## src/rtl/hapara_icap_sched.sv

```systemverilog
// hapara_icap_sched: round-robin owner of the single ICAPE2 write port. Streams
// one BRAM-held partial bitstream per grant, one 32-bit word per cycle.
module hapara_icap_sched #(
    parameter int NUM_REQ    = 4,
    parameter int DATA_WIDTH = 32,
    parameter int ADDR_WIDTH = 16,
    parameter bit SWAP_BITS  = 1'b1
) (
    input  logic                          clk,
    input  logic                          rst,
    input  logic [NUM_REQ-1:0]            req_valid,
    input  logic [NUM_REQ*ADDR_WIDTH-1:0] req_addr,
    input  logic [NUM_REQ*ADDR_WIDTH-1:0] req_len,
    output logic [NUM_REQ-1:0]            req_ack,
    output logic [NUM_REQ-1:0]            req_done,
    output logic                          busy,
    output logic                          bram_en,
    output logic [ADDR_WIDTH-1:0]         bram_addr,
    input  logic [DATA_WIDTH-1:0]         bram_dout,
    output logic                          icap_csib,
    output logic                          icap_rdwrb,
    output logic [DATA_WIDTH-1:0]         icap_i,
    output logic [31:0]                   word_cnt
);

    localparam int PW = (NUM_REQ > 1) ? $clog2(NUM_REQ) : 1;

    typedef enum logic [1:0] {
        IDLE,
        READ,
        DRAIN,
        DONE
    } state_t;

    state_t                  state_q, state_d;
    logic [PW-1:0]           ptr_q, ptr_d;
    logic [PW-1:0]           gnt_q, gnt_d;
    logic [ADDR_WIDTH-1:0]   rem_q, rem_d;
    logic                    drain_q, drain_d;
    logic [NUM_REQ-1:0]      req_ack_q, req_ack_d;
    logic [NUM_REQ-1:0]      req_done_q, req_done_d;
    logic                    busy_q, busy_d;
    logic                    bram_en_q, bram_en_d;
    logic [ADDR_WIDTH-1:0]   bram_addr_q, bram_addr_d;
    logic                    rd_vld_q, rd_vld_d;
    logic                    icap_csib_q, icap_csib_d;
    logic [DATA_WIDTH-1:0]   icap_i_q, icap_i_d;
    logic [31:0]             word_cnt_q, word_cnt_d;

    logic [ADDR_WIDTH-1:0]   addr_arr [NUM_REQ];
    logic [ADDR_WIDTH-1:0]   len_arr  [NUM_REQ];
    logic                    gnt_found;
    logic [PW-1:0]           gnt_idx;
    logic [PW:0]             cand;
    logic [ADDR_WIDTH-1:0]   sel_addr;
    logic [ADDR_WIDTH-1:0]   sel_len;

    function automatic logic [DATA_WIDTH-1:0] bit_swap(input logic [DATA_WIDTH-1:0] w);
        logic [DATA_WIDTH-1:0] r;
        r = '0;
        for (int unsigned j = 0; j < DATA_WIDTH / 8; j++) begin
            for (int unsigned b = 0; b < 8; b++) begin
                r[8*j+b] = w[8*j+7-b];
            end
        end
        return r;
    endfunction

    always_comb begin
        for (int unsigned i = 0; i < NUM_REQ; i++) begin
            addr_arr[i] = req_addr[i*ADDR_WIDTH +: ADDR_WIDTH];
            len_arr[i]  = req_len[i*ADDR_WIDTH +: ADDR_WIDTH];
        end
    end

    // Scan from the pointer upward with wrap; the extra bit of cand absorbs ptr+i overflow.
    always_comb begin
        gnt_found = 1'b0;
        gnt_idx   = '0;
        cand      = '0;
        for (int unsigned i = 0; i < NUM_REQ; i++) begin
            cand = {1'b0, ptr_q} + (PW+1)'(i);
            if (cand >= (PW+1)'(NUM_REQ)) begin
                cand = cand - (PW+1)'(NUM_REQ);
            end
            if (!gnt_found && req_valid[cand[PW-1:0]]) begin
                gnt_found = 1'b1;
                gnt_idx   = cand[PW-1:0];
            end
        end
        sel_addr = addr_arr[gnt_idx];
        sel_len  = len_arr[gnt_idx];
    end

    always_comb begin
        state_d     = state_q;
        ptr_d       = ptr_q;
        gnt_d       = gnt_q;
        rem_d       = rem_q;
        drain_d     = drain_q;
        req_ack_d   = '0;
        req_done_d  = '0;
        busy_d      = busy_q;
        bram_en_d   = 1'b0;
        bram_addr_d = bram_addr_q;

        case (state_q)
            IDLE: begin
                if (gnt_found) begin
                    gnt_d              = gnt_idx;
                    ptr_d              = (gnt_idx == PW'(NUM_REQ - 1)) ? '0 : gnt_idx + PW'(1);
                    req_ack_d[gnt_idx] = 1'b1;
                    busy_d             = 1'b1;
                    if (sel_len == '0) begin
                        // Zero-length: skip straight to the last drain cycle so done follows ack.
                        state_d = DRAIN;
                        drain_d = 1'b1;
                    end else begin
                        state_d     = READ;
                        bram_en_d   = 1'b1;
                        bram_addr_d = sel_addr;
                        rem_d       = sel_len;
                    end
                end
            end
            READ: begin
                if (rem_q <= ADDR_WIDTH'(1)) begin
                    state_d = DRAIN;
                    drain_d = 1'b0;
                end else begin
                    bram_en_d   = 1'b1;
                    bram_addr_d = bram_addr_q + ADDR_WIDTH'(1);
                    rem_d       = rem_q - ADDR_WIDTH'(1);
                end
            end
            DRAIN: begin
                if (drain_q) begin
                    state_d           = DONE;
                    req_done_d[gnt_q] = 1'b1;
                end else begin
                    drain_d = 1'b1;
                end
            end
            DONE: begin
                state_d = IDLE;
                busy_d  = 1'b0;
            end
            default: state_d = IDLE;
        endcase
    end

    // Two-stage write pipeline: BRAM read latency, then the registered ICAP stage.
    always_comb begin
        rd_vld_d    = bram_en_q;
        icap_csib_d = !rd_vld_q;
        icap_i_d    = icap_i_q;
        if (rd_vld_q) begin
            icap_i_d = SWAP_BITS ? bit_swap(bram_dout) : bram_dout;
        end
        word_cnt_d = word_cnt_q + 32'(!icap_csib_q);
    end

    always_ff @(posedge clk) begin
        if (rst) begin
            state_q     <= IDLE;
            ptr_q       <= '0;
            gnt_q       <= '0;
            rem_q       <= '0;
            drain_q     <= 1'b0;
            req_ack_q   <= '0;
            req_done_q  <= '0;
            busy_q      <= 1'b0;
            bram_en_q   <= 1'b0;
            bram_addr_q <= '0;
            rd_vld_q    <= 1'b0;
            icap_csib_q <= 1'b1;
            icap_i_q    <= '0;
            word_cnt_q  <= '0;
        end else begin
            state_q     <= state_d;
            ptr_q       <= ptr_d;
            gnt_q       <= gnt_d;
            rem_q       <= rem_d;
            drain_q     <= drain_d;
            req_ack_q   <= req_ack_d;
            req_done_q  <= req_done_d;
            busy_q      <= busy_d;
            bram_en_q   <= bram_en_d;
            bram_addr_q <= bram_addr_d;
            rd_vld_q    <= rd_vld_d;
            icap_csib_q <= icap_csib_d;
            icap_i_q    <= icap_i_d;
            word_cnt_q  <= word_cnt_d;
        end
    end

    assign req_ack    = req_ack_q;
    assign req_done   = req_done_q;
    assign busy       = busy_q;
    assign bram_en    = bram_en_q;
    assign bram_addr  = bram_addr_q;
    assign icap_csib  = icap_csib_q;
    assign icap_rdwrb = 1'b0;
    assign icap_i     = icap_i_q;
    assign word_cnt   = word_cnt_q;

endmodule

```

## config.mk

```make
export PLATFORM = sky130hd
export DESIGN_NAME = hapara_icap_sched
export DESIGN_NICKNAME = d
export VERILOG_FILES = /design/src/rtl/hapara_icap_sched.sv
export SDC_FILE = /design/constraint.sdc
export NUM_CORES = 1
export LEC_CHECK = 0
export CAP_MARGIN = 20
export CORE_MARGIN = 2
export CORE_UTILIZATION = 49
export CTS_BUF_LIST = sky130_fd_sc_hd__clkbuf_8
export DETAILED_ROUTE_END_ITERATION = 10
export PLACE_DENSITY = 0.89
export SYNTH_ARGS = -nofsm -noshare
export SYNTH_HDL_FRONTEND = slang
export SYNTH_SLANG_ARGS = --single-unit
```

## constraint.sdc

```tcl
create_clock -name clk -period 4.1 [get_ports clk]
set_input_delay 0.615 -clock clk [delete_from_list [all_inputs] [get_ports clk]]
set_output_delay 0.615 -clock clk [all_outputs]
set_load 0.01 [all_outputs]
```

==> impl_results.md, run 1 <==
* Placed Instance Area at 9190 µm²
* H-tree Lvls at 4
* Avg WL per Cell at 16.2 µm
* Total grt overflow at 0
* CORE AREA at 13,100 µm²
* CP delay by family, top: simple AND/OR/NAND/NOR gates
* CP endpoint: bram_addr[5]$_SDFFE_PP0P_
* Period minus WS final at 3.41 ns
* Asr flop ratio synth at 0
* Total setup buffers inserted after CTS at 0
* Max Cap Viol at 0
* CTS tree: done
* Resized Gates After CTS at 0
* Post-synth EDFFs at 0
* ANT cells at 0
* Crit Path Max Fanout at 34
* Num rows at 42
* Largest net degree at the start of global routing at 86
* Number of register bits inferred by synthesis at 115
* Status: complete, no violations
* First-pass GRT wire length at 33.0 mm
* Post-Route Setup TNS at 0 ns
* Critical path depth at 12
* Area of the mapped netlist at 6570 µm²
* Max clock buf depth at 2
* Port Buffers at 256
* Routed vias/inst at 5.70
* Buf/Inv on CP at 3
* Synth Area in XOR/XNOR at 0.0387
* Reg clk slew, reported paths at 0.07 ns
* Worst min path class: flop to flop
* Multi-input gate area at 3900 µm²
* Die span in y at 120 µm
* R2R depth at 11
* Main combinational cell family by area after synthesis: simple AND/OR/NAND/NOR gates
* CTS buffer count at 17
* Critical path data arrival time at 3.75 ns
* Slowest CP cell: clkdlybuf4s50_1
* Worst vdd ir at 0.312 mV
* Skew-Pair Late Insertion Delay at 0.42 ns
* CP Class: input port to flop
* Final wirelength at 20.4 mm
* R2r endpoint: bram_addr[5]$_SDFFE_PP0P_
* Post-route setup slack at 0.692 ns
* Iter 0 DRT Violations at 597
* WP data required at 4.45 ns
* Total number of vias at 7,176
* Cells after synthesis at 843
* ANT nets after route at 0
* Synth-to-Final Area Change at 46.8%
* Max-slew headroom at 0.162
* Crit share post-route at 0.831
* Worst slew pin tran at 1.25 ns
* Die X at 120 µm
* Max Clk Rate at 293 MHz
* RSZ-0062 raised after global routing: no
* Synth Area in Compound Gates at 0.197
* 1st-pass router iterations at 6
* Share of cells above drive strength 1 at 0.0655
* All-Layer GR Usage at 0.281
* Hpwl dp at 15.0 mm
* Kind of start point of the critical path: input port
* Simple-gate share of the synthesized area at 0.282
* Post-route DRC violation count at 0
* Final Hold Viols at 0
* Die ar. at 14,300 µm²
* Post-Synth Adder-Cell Area at 0.0248
* Reg-to-reg setup timing slack at 0.94 ns
* Mapped Nets at 1,022
* Worst Skew at 0.0134 ns
* Synth warn at 0
* Most used cell, CP: buf_4
* Pre-CTS setup slack at 0.282 ns
* Nets at 1,251
* Hold WS at 0.465 ns
* Initial antenna violation count at 0
* GPL Wtd Cong at 0.920
* Post-synthesis cell type count at 63
* Post-synth top flop: dfxtp_1
* Final setup viols at 0
* Mux contribution to synthesized area at 0.0503
* PwrDens at 534 nW/µm²
* Critical path capture point type: flop
* Clock Tree Root: clkbuf_8
* Vias in the first global route at 6,949
* Synthesized area per cell at 7.79 µm²
* Crit path cell chain: clkdlybuf4s50_1 -> and2_4 -> o2bb2ai_1 -> or2_1 -> buf_4 -> a211oi_1 -> o22ai_1 -> nor4_2 -> and3_1 -> buf_4 -> o311ai_0 -> o21ai_0
* Clk sink count at 115
* Leakage at 3.79 nW
* # IOs at 258
* Post-synthesis sequential area ratio at 0.351
* Reg area at 2300 µm²
* Final Max Tran Viols at 0
* Hold Buf Count CTS at 0
* Fillers at 1,010
* Reg2reg start: ptr_q[1]$_SDFFE_PP0P_
* Final core occ at 0.734
* CP startpoint: req_valid[0]
* Finished Cell Area at 9640 µm²
* Largest stage delay, worst path at 0.46 ns
* Starting Density at 0.500
==> through the flow <==
stage / cells / power, mW
4_1_cts: 1259 / 5.12
2_1_floorplan: 843 / 3.17
5_1_grt: 1260 / 5.49
3_5_place_dp: 1228 / 4.01
6_report: 1260 / 5.14
3_3_place_gp: 1228 / 3.96
==> worst register-to-register path: stages, from the launching register on <==
cell and delay, ns:
dfxtp_1 0.43, mux2i_1 0.20, o2bb2ai_1 0.10, or2_1 0.26
buf_4 0.26, a211oi_1 0.32, o22ai_1 0.15, nor4_2 0.42
and3_1 0.38, buf_4 0.31, o311ai_0 0.17, o21ai_0 0.09
==> placed cells by master, fill, tap and decap left out, drive strengths merged, types with 18 or more instances in the layout <==
master / Yosys / routed
nor3: 19 / 19
buf: 20 / 19
mux2i: 33 / 33
nand3: 51 / 51
clkbuf: 44 / 19
dfxtp: 115 / 115
clkdlybuf4s50: 0 / 255
a21oi: 33 / 33
nor2: 84 / 84
xor2: 26 / 26
inv: 23 / 26
and3: 53 / 53
nand2: 113 / 113
a31oi: 18 / 18
a211oi: 34 / 34
o21ai: 27 / 27
==> worst min path at each step <==
stage               slack (ns)                    start  cells after the start                 endpoint
floorplan                 0.44    gnt_q[1]$_SDFFE_PP0P_                      1   req_done[0]$_SDFF_PP0_
global placement          0.45       bram_en$_SDFF_PP0_                      1      rd_vld_q$_SDFF_PP0_
detailed placement        0.45  word_cnt[31]$_SDFF_PP0_                      2  word_cnt[31]$_SDFF_PP0_
CTS                       0.47  word_cnt[31]$_SDFF_PP0_                      2  word_cnt[31]$_SDFF_PP0_
global route              0.49   rem_q[14]$_SDFFE_PP0P_                      2   rem_q[14]$_SDFFE_PP0P_
finish                    0.46  word_cnt[31]$_SDFF_PP0_                      2  word_cnt[31]$_SDFF_PP0_
==> power by group <==
part	total (mW)	internal (mW)	leakage [nW]	switching (mW)
registers	1.54	1.31	0.940	0.223
logic	2.51	1.09	2.65	1.41
clock network	1.10	0.632	0.206	0.465
total	5.14	3.04	3.79	2.10
==> final cells by class <==
class,count,area share
clock inverters,12,0.0162
inverters,23,0.00896
repair buffers,274,0.281
clock buffers,19,0.0271
well taps,176,0.0228
multi-input cells,641,0.404
flip-flops and latches,115,0.239
==> flip-flops by register name, indices dropped and copies added (netlist names), 2 cells and up <==
register,flops
ptr_q,2
word_cnt,32
gnt_q,2
rem_q,16
state_q,2
req_done,4
icap_i,32
bram_addr,16
req_ack,4
==> synth_stat cells (all sizes together) (20+ instances only) <==
cell | count | area share
clkbuf | 44 | 0.026
mux2i | 33 | 0.050
nand3 | 51 | 0.040
and3 | 53 | 0.051
buf | 20 | 0.017
nand2 | 113 | 0.065
a21oi | 33 | 0.025
dfxtp | 115 | 0.35
inv | 23 | 0.013
nor2 | 84 | 0.048
o21ai | 27 | 0.021
a211oi | 34 | 0.041
xor2 | 26 | 0.035
==> layer usage <==
metal	vias to the layer above	wire, µm	global-route usage
li1	3495	-	-
met1	3284	8070	0.334
met3	36	1790	0.0689
met4	0	359	0.0831
met2	361	10100	0.500
met5	-	0	0
==> logic make-up (layout without fill, tap and decap cells) <==
| group | after synthesis | in the layout |
|---|---|---|
| DFF | 115 | 115 |
| adders and majority gates | 13 | 13 |
| other | 1 | 1 |
| and+or+nand+nor | 382 | 382 |
| xor gates and xnor gates | 29 | 29 |
| AOI/OAI and AO/OA | 183 | 183 |
| muxes | 33 | 33 |
| buffers and inverters | 87 | 328 |
Note: power is estimated with default switching activity, not from simulation.
==> run 2: changes to the inputs <==
CORE_UTILIZATION = 41   (was 49)
PLACE_DENSITY = 0.79   (was 0.89)
clock period = 3.1 ns   (was 4.1 ns; I/O delays follow)
==> impl_results.md, run 2 (synthesized netlist as in run 1, its figures left out) <==
* Total setup buffers inserted after CTS at 0 (unchanged)
* First-pass GRT wire length at 32.3 mm (-2.1%)
* Multi-input gate area at 3940 µm² (+1.2%)
* Total grt overflow at 0 (unchanged)
* Hpwl dp at 15.7 mm (+4.6%)
* Final Max Tran Viols at 0 (unchanged)
* Synth-to-Final Area Change at 53.7%
* Total number of vias at 7,237 (+0.85%)
* Sequential share of power at 0.286 (-0.013)
* Clk pwr share at 0.200 (-0.013)
* Final wirelength at 20.8 mm (+2.3%)
* ANT cells at 0 (unchanged)
* Largest net degree at the start of global routing at 86 (unchanged)
* H-tree Lvls at 4 (unchanged)
* Vias in the first global route at 6,660 (-4.2%)
* CTS tree: done
* Commonest non-fill, non-tap cell in the layout: clkdlybuf4s50_1
* Post-route DRC violation count at 0 (unchanged)
* Period minus WS final at 2.94 ns
* Clk sink count at 115 (unchanged)
* Post-Route Setup TNS at 0 ns (unchanged)
* Skew-Pair Late Insertion Delay at 0.44 ns (+0.02 ns)
* Finished Cell Area at 10,100 µm² (+4.6%)
* Reg-to-reg setup timing slack at 0.23 ns (-0.71 ns)
* CP endpoint: state_q[1]$_SDFFE_PP0P_
* Worst vdd ir at 0.404 mV (+30%)
* Commonest non-fill, non-tap cells in the layout: clkdlybuf4s50_1, dfxtp_1, nand2_1, nor2_1
* GPL Wtd Cong at 0.894 (-2.9%)
* CP startpoint: req_valid[2]
* Max Cap Viol at 0 (unchanged)
* Port Buffers at 256 (unchanged)
* Critical path capture point type: flop
* Crit share post-route at 0.948
* Share of cells above drive strength 1 at 0.108 (+0.0428)
* Status: complete, no violations
* Max clock buf depth at 2 (unchanged)
* Worst Skew at 0.00968 ns (-0.00373 ns)
* CP Class: input port to flop
* Reg2reg start: ptr_q[1]$_SDFFE_PP0P_
* Crit Path Max Fanout at 8 (-76%)
* Pint at 4.21 mW (+39%)
* RSZ-0062 raised after global routing: no
* Reg area at 2300 µm² (unchanged)
* Fillers at 1,363 (+35%)
* Avg WL per Cell at 15.5 µm (-3.9%)
* Met3 usage at 0.0627 (-0.00621)
* Met1 Use GR at 0.284 (-0.0492)
* Grt peak-use layer: met2
* Die ar. at 17,000 µm² (+19%)
* WP data required at 3.44 ns (-1.01 ns)
* # IOs at 258 (unchanged)
* Kind of start point of the critical path: input port
* Final Hold Viols at 0 (unchanged)
* Final setup viols at 0 (unchanged)
* Max-slew headroom at 0.312 (+0.150)
* Worst slew pin tran at 1.03 ns (-0.214 ns)
* Grt met2 use at 0.406 (-0.0934)
* Placed Instance Area at 9630 µm² (+4.8%)
* PwrDens at 706 nW/µm² (+32%)
* Routed vias/inst at 5.39 (-5.3%)
* Switch share at 0.408 (-0.000755)
* Leakage at 4.02 nW (+6.1%)
* Starting Density at 0.416 (-0.0834)
* CORE AREA at 15,800 µm² (+20%)
* Initial antenna violation count at 0 (unchanged)
* All-Layer GR Usage at 0.237 (-0.0441)
* Nets at 1,292 (+3.3%)
* Clock Tree Root: clkbuf_8
* Die X at 131 µm (+9.0%)
* 1st-pass router iterations at 5 (-1)
* Die span in y at 131 µm (+9.0%)
* Critical path data arrival time at 3.28 ns (-0.47 ns)
* R2R depth at 13 (+2)
* R2r endpoint: rem_q[15]$_SDFFE_PP0P_
* Worst min path class: input port to flop
* Iter 0 DRT Violations at 454 (-24%)
* CTS buffer count at 17 (unchanged)
* ANT nets after route at 0 (unchanged)
* Max Clk Rate at 340 MHz
* NetSw at 2.91 mW (+38%)
* Reg clk slew, reported paths at 0.07 ns (about the same)
* Logic pwr share at 0.515 (+0.027)
* Num rows at 46 (+9.5%)
-- run 2: changes by cell type in the layout (fill, tap and decap cells not counted), moves of 2 or more --
cell,previous run,this run
clkbuf_8,19,17
inv_6,2,6
buf_4,17,52
buf_12,0,6
a211oi_2,3,9
a211oi_1,31,25
-- run 2: layout make-up --
cell class              count  area share
multi-input cells         641       0.391
repair buffers            315       0.305
flip-flops and latches    115       0.228
well taps                 216      0.0268
clock buffers              17      0.0232
clock inverters            15      0.0169
inverters                  23     0.00856
-- run 2: routing by layer --
layer | vias up | part of all wire
met3 | 52 | 0.080
met5 | - | 0
met4 | 0 | 0.027
met2 | 288 | 0.48
li1 | 3583 | -
met1 | 3314 | 0.41
-- run 2: through the flow --
stage | utilization | setup WS (ns) | std cells | hold slack [ns] | power [mW]
global placement | 0.611 | -0.277 | 1310 | 0.447 | 5.60
finish | 0.640 | 0.161 | 1342 | 0.350 | 7.12
detailed placement | 0.611 | -0.366 | 1310 | 0.450 | 5.66
floorplan | - | 0.409 | 843 | 0.440 | 4.19
global route | 0.640 | 0.000897 | 1342 | 0.373 | 7.59
CTS | 0.637 | 0.0982 | 1342 | 0.332 | 7.10
-- run 2: worst max-delay path, cell delays in order --
cell,delay (ns)
clkdlybuf4s50_1,0.55
inv_1,0.11
o221ai_4,0.24
nand2_2,0.11
buf_4,0.18
a211oi_1,0.30
o22ai_1,0.16
nor4_2,0.28
buf_4,0.15
and2_1,0.24
buf_4,0.18
nand2_1,0.06
a221oi_1,0.23
-- run 2: power by group through the flow --
stage               Combinational, mW  Sequential, mW  Clock (mW)
global route                     4.00            2.07        1.51
floorplan                        2.16            2.03           0
global placement                 3.55            2.05           0
finish                           3.66            2.03        1.42
CTS                              3.62            2.03        1.45
detailed placement               3.60            2.06           0
-- run 2: worst min path at each step --
stage                             from                 endpoint  slack, ns  depth (start not counted)
2_1_floorplan    gnt_q[1]$_SDFFE_PP0P_   req_done[0]$_SDFF_PP0_       0.44                          1
5_1_grt                            rst     icap_csib$_SDFF_PP1_       0.37                          3
3_3_place_gp   word_cnt[31]$_SDFF_PP0_  word_cnt[31]$_SDFF_PP0_       0.45                          2
3_5_place_dp   word_cnt[31]$_SDFF_PP0_  word_cnt[31]$_SDFF_PP0_       0.45                          2
4_1_cts                            rst     icap_csib$_SDFF_PP1_       0.33                          3
6_report                           rst     icap_csib$_SDFF_PP1_       0.35                          3
-- run 2: timing repair --
| item | CTS | global route |
|---|---|---|
| hold buffers | 0 | 0 |
| endpoints found under the hold margin | 0 | 0 |
| gates resized for setup | 0 | 10 |
| setup endpoints to repair | 0 | 33 |
==> run 3: changes to the inputs <==
PLACE_DENSITY = 0.83   (was 0.79)
==> impl_results.md, run 3 (synthesized netlist as in run 1, its figures left out) <==
* CP Class: input port to flop
* Max-slew headroom at 0.312 (-0.000585)
* Status: complete, no violations
* Period minus WS final at 2.95 ns (+0.0124 ns)
* Critical path data arrival time at 3.31 ns (+0.03 ns)
* Critical path capture point type: flop
* Finished Cell Area at 10,200 µm² (+0.84%)
* Hold WS at 0.477 ns (+0.127 ns)
* Starting Density at 0.416 (unchanged)
* Placed Cells at 1,310 (unchanged)
* Post-route setup slack at 0.148 ns (-0.0124 ns)
* Reg clk slew, reported paths at 0.08 ns (about the same)
* Max Cap Viol at 0 (unchanged)
* Pre-CTS setup slack at -0.347 ns (+0.0186 ns)
* Crit Path Max Fanout at 15 (+7)
* CORE AREA at 15,800 µm² (unchanged)
* H-tree Lvls at 4 (unchanged)
* ANT cells at 0 (unchanged)
* First-pass GRT wire length at 33.4 mm (+3.4%)
* Commonest non-fill, non-tap cells in the layout: clkdlybuf4s50_1, dfxtp_1, nand2_1, nor2_1, buf_4
* Final Hold Viols at 0 (unchanged)
* Iter 0 DRT Violations at 531 (+17%)
* Crit share post-route at 0.952 (+0.00399)
* WP data required at 3.46 ns (+0.02 ns)
* Non-Filler Instances at 1,342 (unchanged)
* Crit path cell chain: clkdlybuf4s50_1 -> and2_4 -> o2bb2ai_1 -> or2_1 -> inv_4 -> buf_4 -> a211oi_2 -> o22ai_1 -> nor4_2 -> buf_4 -> and2_4 -> buf_4 -> nand2_1 -> a221oi_1
* GPL Wtd Cong at 0.866 (-3.1%)
* Largest net degree at the start of global routing at 86 (unchanged)
* Share of cells above drive strength 1 at 0.121 (+0.0124)
* # IOs at 258 (unchanged)
* Max Clk Rate at 339 MHz (-0.42%)
* Clk sink count at 115 (unchanged)
* PwrDens at 718 nW/µm² (+1.7%)
* Most used cell, CP: buf_4
* Max clock buf depth at 2 (unchanged)
* Leakage at 4.04 nW (+0.51%)
* Die span in y at 131 µm (unchanged)
* Final wirelength at 21.7 mm (+4.0%)
* Total grt overflow at 0 (unchanged)
* Worst Skew at 0.0168 ns (+0.00710 ns)
* ANT nets after route at 0 (unchanged)
* Placed Instance Area at 9610 µm² (-0.26%)
* CTS tree: done
* All-Layer GR Usage at 0.245 (+0.00854)
* Avg WL per Cell at 16.2 µm (+4.0%)
* 1st-pass router iterations at 5 (unchanged)
* CTS buffer count at 17 (unchanged)
* RSZ-0062 raised after global routing: yes
* Die X at 131 µm (unchanged)
* Nets at 1,292 (unchanged)
* Skew-Pair Late Insertion Delay at 0.46 ns (+0.02 ns)
* Final setup viols at 0 (unchanged)
* Routed vias/inst at 5.51 (+2.1%)
* Initial antenna violation count at 0 (unchanged)
* Kind of start point of the critical path: input port
* Post-route DRC violation count at 0 (unchanged)
* Vias in the first global route at 6,900 (+3.6%)
* Final Max Tran Viols at 0 (unchanged)
* Num rows at 46 (unchanged)
* Worst vdd ir at 0.371 mV (-8.2%)
* Largest stage delay, worst path at 0.53 ns (-0.02 ns)
* Slowest CP cell: clkdlybuf4s50_1
* Commonest non-fill, non-tap cell in the layout: clkdlybuf4s50_1
* Hpwl dp at 16.0 mm (+1.8%)
* Die ar. at 17,000 µm² (unchanged)
* Synth-to-Final Area Change at 54.9%
* Worst slew pin tran at 1.03 ns (+0.000877 ns)
* Port Buffers at 256 (unchanged)
* Total number of vias at 7,389 (+2.1%)
* Worst min path class: flop to flop
* Clock Tree Root: clkbuf_8
[run 3: cell type report]
class,instances,area (µm²)
tap,216,270
clock inverter,15,193
fill,1356,5600
multi-input combinational,641,4030
clock buffer,17,234
timing repair buffer,315,3050
sequential,115,2300
inverter,23,88.8
[run 3: layer usage]
layer	vias up	wire (µm)	global-route usage
li1	3577	-	-
met1	3436	8610	0.284
met2	333	10800	0.432
met3	43	1760	0.0570
met4	0	541	0.108
met5	-	0	0
[run 3: final timing paths]
check                                      startpoint  cells after the start  slack [ns]                 endpoint
worst min-delay path               bram_en$_SDFF_PP0_                      1        0.48      rd_vld_q$_SDFF_PP0_
worst min register to register     bram_en$_SDFF_PP0_                      1        0.48      rd_vld_q$_SDFF_PP0_
worst max register to register  ptr_q[1]$_SDFFE_PP0P_                     13        0.24  state_q[1]$_SDFFE_PP0P_
worst max-delay path                     req_valid[0]                     14        0.15  state_q[1]$_SDFFE_PP0P_
[run 3: worst max-delay path: cells and delay by family]
| kind | cells | cell delay (ns) |
|---|---|---|
| AOI/OAI and AO/OA | 4 | 0.76 |
| buffers and inverters | 5 | 1.11 |
| and+or+nand+nor | 5 | 0.96 |
[run 3: power by group]
part	leakage, nW	internal (mW)	switching (mW)
clock	0.214	0.816	0.706
combinational	2.89	1.75	1.99
sequential	0.940	1.74	0.302
[run 3: stage by stage]
| step | util | TNS, ns | total power, mW |
|---|---|---|---|
| floorplan | - | 0 | 4.19 |
| global placement | 0.609 | -8.05 | 5.57 |
| detailed placement | 0.609 | -9.68 | 5.65 |
| CTS | 0.636 | 0 | 7.18 |
| global route | 0.645 | -0.0575 | 7.78 |
| finish | 0.645 | 0 | 7.30 |
[run 3: timing repair]
action / 4_1_cts / 5_1_grt
resized for setup: 0 / 28
setup endpoints to repair: 0 / 29
hold buffers: 0 / 0
setup buffers: 0 / 0
